[src/rtl/dds_sample_framer.sv]
// dds_sample_framer
//   DDS sample source feeding the SPI main DAC link. A programmable divider
//   produces sample ticks. Each tick advances a phase accumulator and maps the
//   new phase to a 12-bit waveform sample. The sample is packed with a command
//   nibble into a 16-bit word, which is offered to the SPI main stage through a
//   load/csb handshake. A tick that arrives while a transfer is still in flight
//   drops its sample and sets the sticky overrun flag.
//
// Ports
//   sys_clk       system clock, rising edge
//   rst_n         asynchronous active-low reset
//   enable        run sample generation
//   tuning_word   phase increment per sample
//   rate_div      sample period = rate_div+1 cycles
//   wave_sel      00 saw, 01 square, 10 triangle, 11 midscale DC
//   cmd           command nibble placed in the top of the word
//   csb           chip select from SPI main (low = transfer in progress)
//   clr_overrun   clears the overrun flag
//   parallel_out  word presented to SPI main
//   load          word-valid request to SPI main
//   sample_tick   one-cycle strobe per generated sample
//   overrun       sticky flag: a sample was dropped
module dds_sample_framer #(
  parameter int unsigned ACC_WIDTH  = 24,
  parameter int unsigned DATA_WIDTH = 12,
  parameter int unsigned WORD_WIDTH = 16,
  parameter int unsigned DIV_WIDTH  = 16
) (
  input  logic                  sys_clk,
  input  logic                  rst_n,
  input  logic                  enable,
  input  logic [ACC_WIDTH-1:0]  tuning_word,
  input  logic [DIV_WIDTH-1:0]  rate_div,
  input  logic [1:0]            wave_sel,
  input  logic [3:0]            cmd,
  input  logic                  csb,
  input  logic                  clr_overrun,
  output logic [WORD_WIDTH-1:0] parallel_out,
  output logic                  load,
  output logic                  sample_tick,
  output logic                  overrun
);

  typedef enum logic [1:0] {
    IDLE,
    LOAD,
    SEND
  } state_t;

  state_t                state;
  logic [DIV_WIDTH-1:0]  cnt;
  logic [ACC_WIDTH-1:0]  phase;
  logic [ACC_WIDTH-1:0]  phase_next;
  logic                  tick;
  logic [DATA_WIDTH-1:0] p;
  logic [DATA_WIDTH-1:0] p_dbl;
  logic [DATA_WIDTH-1:0] sample;

  // Sample is derived from the phase value being written on this tick.
  always_comb begin
    tick       = enable && (cnt == '0);
    phase_next = phase + tuning_word;
    p          = phase_next[ACC_WIDTH-1 -: DATA_WIDTH];
    p_dbl      = {p[DATA_WIDTH-2:0], 1'b0};
    sample     = '0;
    case (wave_sel)
      2'b00:   sample = p;
      2'b01:   sample = p[DATA_WIDTH-1] ? '1 : '0;
      2'b10:   sample = p[DATA_WIDTH-1] ? ~p_dbl : p_dbl;
      default: sample = {1'b1, {(DATA_WIDTH-1){1'b0}}};
    endcase
  end

  // Divider: first tick lands on the first enabled cycle, then every
  // rate_div+1 cycles; dropping enable parks the counter at zero.
  always_ff @(posedge sys_clk or negedge rst_n) begin
    if (!rst_n) begin
      cnt         <= '0;
      phase       <= '0;
      sample_tick <= 1'b0;
      overrun     <= 1'b0;
    end else begin
      sample_tick <= tick;
      if (!enable)
        cnt <= '0;
      else if (cnt == '0)
        cnt <= rate_div;
      else
        cnt <= cnt - DIV_WIDTH'(1);

      if (tick)
        phase <= phase_next;

      // Setting wins over a simultaneous clear.
      if (tick && (state != IDLE))
        overrun <= 1'b1;
      else if (clr_overrun)
        overrun <= 1'b0;
    end
  end

  always_ff @(posedge sys_clk or negedge rst_n) begin
    if (!rst_n) begin
      state        <= IDLE;
      load         <= 1'b0;
      parallel_out <= '0;
    end else begin
      case (state)
        IDLE: begin
          if (tick) begin
            parallel_out <= {cmd, sample};
            load         <= 1'b1;
            state        <= LOAD;
          end
        end
        LOAD: begin
          if (!csb) begin
            load  <= 1'b0;
            state <= SEND;
          end
        end
        SEND: begin
          if (csb)
            state <= IDLE;
        end
        default: begin
          load  <= 1'b0;
          state <= IDLE;
        end
      endcase
    end
  end

endmodule

[config.mk]
export PLATFORM = sky130hd
export DESIGN_NAME = dds_sample_framer
export DESIGN_NICKNAME = d
export VERILOG_FILES = /design/src/rtl/dds_sample_framer.sv
export SDC_FILE = /design/constraint.sdc
export NUM_CORES = 1
export LEC_CHECK = 0
export ABC_AREA = 1
export BUFFER_PORTS_ARGS = -buffer_cell sky130_fd_sc_hd__clkbuf_2
export CAP_MARGIN = 30
export CORE_MARGIN = 10
export CORE_UTILIZATION = 35
export DETAILED_ROUTE_END_ITERATION = 8
export HOLD_SLACK_MARGIN = 0.06
export RECOVER_POWER = 50
export SLEW_MARGIN = 20
export SYNTH_ARGS = -nofsm -noshare
export SYNTH_HDL_FRONTEND = slang
export SYNTH_SLANG_ARGS = --single-unit
export TNS_END_PERCENT = 50
[constraint.sdc]
create_clock -name sys_clk -period 2.6 [get_ports sys_clk]
set_clock_uncertainty 0.15 [all_clocks]
set_input_delay 0.52 -clock sys_clk [delete_from_list [all_inputs] [get_ports sys_clk]]
set_output_delay 0.52 -clock sys_clk [all_outputs]
set_load 0.02 [all_outputs]
== Word-level counts from Yosys, hierarchy flattened ==
Index checks and enable logic that the tools add are counted.
Word-level totals
  word-level logic and storage cells: 42
  bits of input ports: 51
  output and inout bits: 19
  register bits after elaboration: 61
Cells by class
  add/sub/neg operators: 2
  multiplexer cells: 14
  equal/unequal tests: 7
  bitwise logic cells: 2
  reductions and logical operators: 10
Operator list (number)
  12-bit one-hot mux with 3 select lines: 1
  16-bit two-way mux: 2
  24-bit adder: 1
  12-bit two-way mux: 2
  16-bit zero test: 1
  16-bit by 1-bit subtractor with 16-bit output (second input constant): 1
  12-bit NOT: 1
  2-bit two-way mux: 3
  2-bit inequality test (second input constant): 3
  2-bit one-hot mux with 3 select lines: 1
  3-bit AND reduction: 2
  2-bit by 1-bit == test with 1-bit output (second input constant): 2
  2-bit == test (second input constant): 2
  2-bit zero test: 2
  1-bit two-way mux: 4
  2-bit nonzero test: 2
  1-bit one-hot mux with 3 select lines: 1
  1-bit logical AND: 2
  2-bit AND reduction: 1
  1-bit NOT: 1

== Depth between registers and ports, before layout ==
Gate-level depths: netlist (run 1).
  depth after elaboration: 4
  mapped depth: 18
  gate-level depth less buffers: 18

== Worst setup path after synthesis (run 1) ==
Ideal clock, no wire load.
  path type: input port to flip-flop
  start: input tuning_word[0]
  end: register parallel_out[11]
  slack: 285 ps
  stages: 13
  data required time: 2337 ps
  setup time: 113 ps
  path buffers: 0
  arrival time: 2052 ps
  path through: ha_1 -> fa_1 -> nand2_1 -> nand3_1 -> nand3_1 -> nand2_1 -> nand2_1 -> nand4_1 -> and2_1 -> nand3_1 -> nand3_1 -> nand2_1 -> inv_1
Between the ends
  cells in the longest elaborated chain, start to end: 4
  elaborated cells between the ends (all ways): 5
  those cells by class: 1 x add/sub; 3 x mux; 1 x bitwise
RTL lines
  from (decl): line 32  | input logic [ACC_WIDTH-1:0] tuning_word,
  24-bit adder *: line 62  | phase_next = phase + tuning_word;
  12-bit NOT: line 69  | 2'b10: sample = p[DATA_WIDTH-1] ? ~p_dbl : p_dbl;
  12-bit two-way mux: line 69
  12-bit one-hot mux with 3 select lines *: line 66  | case (wave_sel)
  to (signal assigned): line 111  | parallel_out <= {cmd, sample};
  to (decl): line 38  | output logic [WORD_WIDTH-1:0] parallel_out,
Mark *: on every way between the ends. The rest lies on a longest branch, timed or not.
A chain may end at the register's enable or synchronous reset.

== Worst setup path in the final report (run 1) ==
  start: register cnt[0]
  end: register parallel_out[11]
Between the ends
  cells in the longest elaborated chain, start to end: 3
RTL lines
  from (decl): line 51  | logic [DIV_WIDTH-1:0] cnt;
  from (signal assigned): line 87  | cnt <= rate_div;
  from (signal assigned): line 89  | cnt <= cnt - DIV_WIDTH'(1);
  16-bit zero test: line 61  | tick = enable && (cnt == '0);
  1-bit logical AND: line 61
  net tick: line 54  | logic tick;
  2-bit AND reduction (no source line)
The timed path passes the listed nets, and every way through them passes these cells.

==> results of run 1 <==
## cells in the final DEF (no fill, tap or decap), types with 2 or more instances in the layout
master and n:
or2_2 2, nand2_1 315, o21ai_0 41, nand3b_1 5, a21oi_1 23, clkbuf_8 3
dfrtp_1 61, nand4_1 12, xor2_1 6, nor2_2 5, nor4_1 2, nor3_1 7
inv_1 110, clkbuf_1 9, ha_1 25, clkinvlp_4 2, inv_2 2, nand3_1 42
a31oi_1 7, nor2_1 42, and2_1 3, xnor2_1 12, buf_4 25, nor2_4 2
clkbuf_16 9, clkbuf_2 60, nand2_2 2
## critical path, delay by kind of cell (launching register included)
| family | cells | cell delay, ns |
|---|---|---|
| DFF | 1 | 0.37 |
| AOI/OAI and AO/OA | 1 | 0.12 |
| adders and majority gates | 1 | 0.16 |
| buffers and inverters | 5 | 0.45 |
| and+or+nand+nor | 6 | 0.94 |
## where the power goes
| part | leakage (nW) | internal, W | switching, W |
|---|---|---|---|
| Clock | 0.137 | 0.000715 | 0.000437 |
| Combinational | 2.35 | 0.00156 | 0.00256 |
| Sequential | 0.788 | 0.00136 | 0.000276 |
| Total | 3.27 | 0.00364 | 0.00327 |
## layer usage
metal / wire [um] / up-vias
met2: 5770 / 72
met5: 0 / -
met3: 681 / 18
met4: 251 / 0
li1: - / 2523
met1: 5960 / 2023
## area by class of cell
cell class              instances  area (um2)  share of cell area
multi-input cells             563        2760               0.478
clock inverters                 3        20.0             0.00347
clock buffers                  12         267              0.0462
well taps                     176         220              0.0382
inverters                     113         427              0.0740
repair buffers                 96         552              0.0957
flip-flops and latches         61        1530               0.265
## sequential cells by signal (all words and copies together) (netlist names)
name / cells
load: 1
parallel_out: 16
sample_tick: 1
phase: 24
overrun: 1
cnt: 16
state: 2
## worst max-delay path by stage
| stage | startpoint | endpoint | slack, ns | cells after the start |
|---|---|---|---|---|
| after global placement | tuning_word[0] | parallel_out[11] | 0.02 | 14 |
| after floorplan | tuning_word[0] | parallel_out[11] | 0.28 | 13 |
| after detailed placement | tuning_word[0] | parallel_out[11] | 0.006 | 14 |
| after CTS | cnt[0] | parallel_out[11] | 0.22 | 13 |
| final | cnt[0] | parallel_out[11] | 0.27 | 13 |
| after global routing | cnt[0] | parallel_out[11] | 0.04 | 13 |
## stage by stage
step	worst slack, ns	hold WS (ns)
after detailed placement	0.00646	0.295
after floorplan	0.285	0.0744
after CTS	0.222	0.206
final	0.273	0.221
after global placement	0.0163	0.295
after global routing	0.0433	0.217
## what timing repair did
item,in CTS,in global routing
setup buffers,0,0
resized for setup,0,1
hold buffers,1,0
endpoints found under the setup margin,0,2
hold endpoints to repair,16,0
## cells by family (layout without fill, tap and decap cells)
family	after synthesis	after routing
buffers and inverters	127	224
DFF	61	61
xor gates and xnor gates	18	18
adders and majority gates	26	26
AOI/OAI and AO/OA	76	76
and+or+nand+nor	443	443
==> metrics.txt, run 1 <==
DR vias=~4600; design area=~0.0058 mm2; Final GP Congestion=about 0.93; remaining antenna violation count=0; Post-synth EDFFs=0; met2 usage in global routing=0.228; Warnings, synthesis=0; Hold Violations, Final=0; Synth top area share=0.319; post-DR wirelength/cell=~12 um; antenna diode count=0; Worst Hold Path EP=overrun; Yosys cell types=36; unrepaired setup endpoints after global routing=false; P_leak=roughly 3.3 nW; largest area contributor in the netlist=dfrtp_1; Placed Area=roughly 0.0055 mm2; die area=0.0188 mm2; Slew Viols, Final=0; period utilization=0.895; max incr delay on CP=between 0.3 and 0.4 ns; slowest stage cell, crit path=dfrtp_1; multiplexer share of the synthesized area=0; crit start category=flip-flop; compound-cell area share of the yosys netlist=0.0839; worst-path maximum fanout=18; CP required=2.69 ns; setup slack, reg-to-reg=approximately 0.27 ns; reg2reg start=cnt[0]; Top FF cell, synth=dfrtp_1; crit path capture type=flip-flop; max_slew headroom=0.320; Final min period=between 2 and 2.5 ns; Reg clk slew, reported paths=about 0.05 ns; I/O Pins=70; number of nets in the layout=around 920; total global-route track usage=0.143; Avg Cell Area, Syn=~6.4 um2; reg2reg path depth=13; max_cap viols=0; main combinational cell family by area after synthesis=simple AND/OR/NAND/NOR gates; fillers=~1500; worst endpoint data arrival time=approximately 2.4 ns; Final HPWL DP=around 10 mm; syn_nets=between 800 and 900; core area=between 0.01 and 0.015 mm2; root buffer cell=clkbuf_16; met3 usage=0.0414; GRT Max-Usage Layer=met2; most frequent CP cell=inv_1; Max Clock Freq=between 0.4 and 0.5 GHz; CP cell instances=inv_1 > ha_1 > inv_1 > nor3_1 > nand3_4 > nor2_4 > inv_2 > nor2_8 > inv_4 > a21oi_2 > nand3_1 > nand2_1 > inv_1; IO buf count=69; die height=137 um; Seq/Total Area, Yosys=0.319; HP Class=input port to flip-flop; Worst Tran Pin Value=around 1 ns; clk buf depth=2; initial antenna violation count=0; Synth Area in Simple Gates=0.389; FFs w/ async S/R, synth=1.00; H-tree depth=3; r2r endpoint=parallel_out[11]; setup violators final=0; DRT Pass-1 Iters=4; chip width=~140 um; worst skew pair latency=~0.34 ns; top cells by count, synth=315 x nand2_1, 110 x inv_1, 61 x dfrtp_1; pin count of the biggest net entering global routing=47; fin cells=approximately 1000; most frequent cell after synthesis=nand2_1; Tot Pwr=roughly 0.0069 W; M1 GR Usage=0.178; share of layout cells above drive strength 1=0.142; first-pass GRT wire length=around 21 mm; WHS Path Cells=2; status=finished, final reports clean; placed cells=1008; initial cell density of the core=0.360; min-delay src=clr_overrun; cts bufs inserted=9; WS Path Type=flip-flop to flip-flop; via/cell ratio=between 4 and 5; global route overflow=0; Synth Cell Area=roughly 0.0048 mm2; area grow syn2layout=20.5%; Mapped Cells=around 750; Final TNS setup=0 ns; final WL=12.7 mm; vias in the first global route=between 4000 and 5000; CTS tree=done; Pwr per Cell Area=approximately 1200 mW/mm2; Post-Synth XOR/XNOR Area=0.0329; Worst VDD drop=a little under 400 uV; CTS Sinks=61; DRT iter0 DRCs=250; detailed-route DRC error count=0; register bit total from synthesis=61; Synth Area in Adders=0.0695; site row count=42; Post-Route Utilization=0.434; synth top area cells=dfrtp_1 32%, nand2_1 25%, inv_1 8.6%, ha_1 6.5%, nand3_1 4.4%
Note: power is estimated with default switching activity, not from simulation.
==> run 2: changes to the inputs <==
CORE_ASPECT_RATIO = 1.2   (was unset)
CORE_UTILIZATION = 58   (was 35)
PLACE_DENSITY = 0.81   (was unset)
==> run 2 against run 1 <==
Total power fell by 3.3%; cell count fell by 7.5%; routed wire length fell by 0.63%; first-iteration DRC count fell by 15%; register-to-register slack got worse by 0.06 ns; combinational power rose by 2%; sequential power barely moved; critical path type unchanged; critical endpoint is now parallel_out[6].
==> metrics.txt, run 2 (synthesis gave the netlist of run 1 again) <==
Reg clk slew, reported paths=around 0.07 ns; post-DR wirelength/cell=roughly 13 um; Pwr per Cell Area=1190 mW/mm2; pin count of the biggest net entering global routing=between 40 and 50; period utilization=0.920; CP required=around 2.7 ns; Worst VDD drop=approximately 670 uV; clk buf depth=2; initial cell density of the core=0.590; Final HPWL DP=between 10 and 15 mm; Sequential Area=0.00153 mm2; CTS Sinks=61; Final TNS setup=0 ns; Max Clock Freq=around 0.42 GHz; DRT iter0 DRCs=212; Largest regs=phase: 24 flops, cnt: 16 flops, parallel_out: 16 flops; Final min period=roughly 2.4 ns; DRT Pass-1 Iters=5; final WL=~13 mm; max reg flops=24; max_cap viols=0; cts bufs inserted=9; Hold Violations, Final=0; number of nets in the layout=just over 900; Setup WS post-layout=~0.21 ns; site row count=36; detailed-route DRC error count=0; DR vias=between 4000 and 5000; max_slew headroom=0.307; Setup WS pre-CTS=-0.0654 ns; antenna diode count=0; via/cell ratio=roughly 5.2; worst skew pair latency=between 0.3 and 0.4 ns; multi-input logic area=around 0.0028 mm2; CTS tree=done; area grow syn2layout=17.0%; chip width=between 100 and 150 um; root buffer cell=clkbuf_8; total global-route track usage=0.212; WS Path Type=flip-flop to flip-flop; Worst Tran Pin Value=approximately 1.0 ns; I/O Pins=70; Final GP Congestion=0.954; commonest non-fill, non-tap cell in the layout=nand2_1; vias in the first global route=roughly 4900; HP Class=input port to flip-flop; crit start category=flip-flop; Slew Viols, Final=0; initial antenna violation count=0; remaining antenna violation count=0; die height=approximately 120 um; P_leak=3.26 nW; setup violators final=0; first-pass GRT wire length=roughly 21 mm; share of layout cells above drive strength 1=0.150; setup slack, reg-to-reg=between 0.2 and 0.25 ns; worst endpoint data arrival time=between 2 and 3 ns; unrepaired setup endpoints after global routing=false; worst-path maximum fanout=4; IO buf count=69; global route overflow=0; most frequent cells in the layout=313 x nand2_1, 110 x inv_1, 61 x dfrtp_1, 61 x clkbuf_2; Biggest register=phase; status=finished, final reports clean; H-tree depth=3; crit path capture type=flip-flop; die area=0.0123 mm2; fillers=between 700 and 800; core area=between 0.008 and 0.009 mm2
run 2: cell count changes in the layout (fill, tap and decap cells not counted):
| cell | previous run | this run |
|---|---|---|
| clkbuf_2 | 60 | 61 |
| and2_4 | 0 | 1 |
| clkbuf_8 | 3 | 13 |
| clkbuf_16 | 9 | 0 |
| clkinvlp_4 | 2 | 0 |
| nand2_2 | 2 | 4 |
| buf_4 | 25 | 30 |
| and2_1 | 3 | 2 |
| clkbuf_4 | 0 | 1 |
| buf_12 | 1 | 0 |
| clkbuf_1 | 9 | 8 |
| nand2_1 | 315 | 313 |
run 2: worst paths after layout:
check	from	to	depth (start not counted)
setup / recovery	phase[13]	parallel_out[6]	15
hold / removal	cmd[3]	parallel_out[15]	3
setup reg to reg	phase[13]	parallel_out[6]	15
hold reg to reg	cnt[0]	cnt[0]	1
max in group asynchronous	rst_n	parallel_out[0]	3
min in group asynchronous	rst_n	phase[4]	2
run 2: what timing repair did:
item	in CTS	in global routing
hold buffers	1	0
setup buffers	0	1
resized for setup	0	4
hold endpoints to repair	17	0
endpoints found under the setup margin	0	11
run 2: stage by stage:
| stage | area, um2 | total power, W | util | cells | hold WS [ns] |
|---|---|---|---|---|---|
| floorplan | 4790 | 0.00466 | - | 751 | 0.0744 |
| global placement | 5410 | 0.00571 | 0.667 | 931 | 0.297 |
| detailed placement | 5410 | 0.00583 | 0.667 | 931 | 0.305 |
| CTS | 5600 | 0.00668 | 0.691 | 946 | 0.201 |
| global route | 5600 | 0.00736 | 0.690 | 947 | 0.233 |
| finish | 5600 | 0.00668 | 0.690 | 947 | 0.219 |
run 2: area by class of cell:
cell class	instances	area share
inverter	113	0.0762
clock inverter	1	0.000894
timing repair buffer	101	0.103
sequential	61	0.273
clock buffer	13	0.0320
tap	95	0.0212
multi-input combinational	563	0.494
run 2: power breakdown:
group | switching (W) | internal (W) | total, W
registers | 0.000285 | 0.00136 | 0.00164
clock network | 0.000377 | 0.000438 | 0.000815
logic | 0.00264 | 0.00158 | 0.00422
run 2: layer usage:
layer,vias to the layer above,part of all wire,global-route usage
met3,25,0.060,0.0499
met4,0,0.030,0.0949
met2,137,0.49,0.360
met5,-,0,0
met1,2212,0.42,0.246
li1,2543,-,-
run 2: critical path, cell delays in order, from the launching register on:
cell and delay, ns:
dfrtp_1 0.41, ha_1 0.32, buf_4 0.13, nand2_1 0.10, nor2_1 0.22, and2_1 0.18
nand3_1 0.14, nand3_1 0.14, nand2_1 0.06, nand2_1 0.10, nand2_1 0.06, nand2_1 0.09
inv_1 0.04, nand2_1 0.06, nand2_1 0.06, nand2_1 0.06
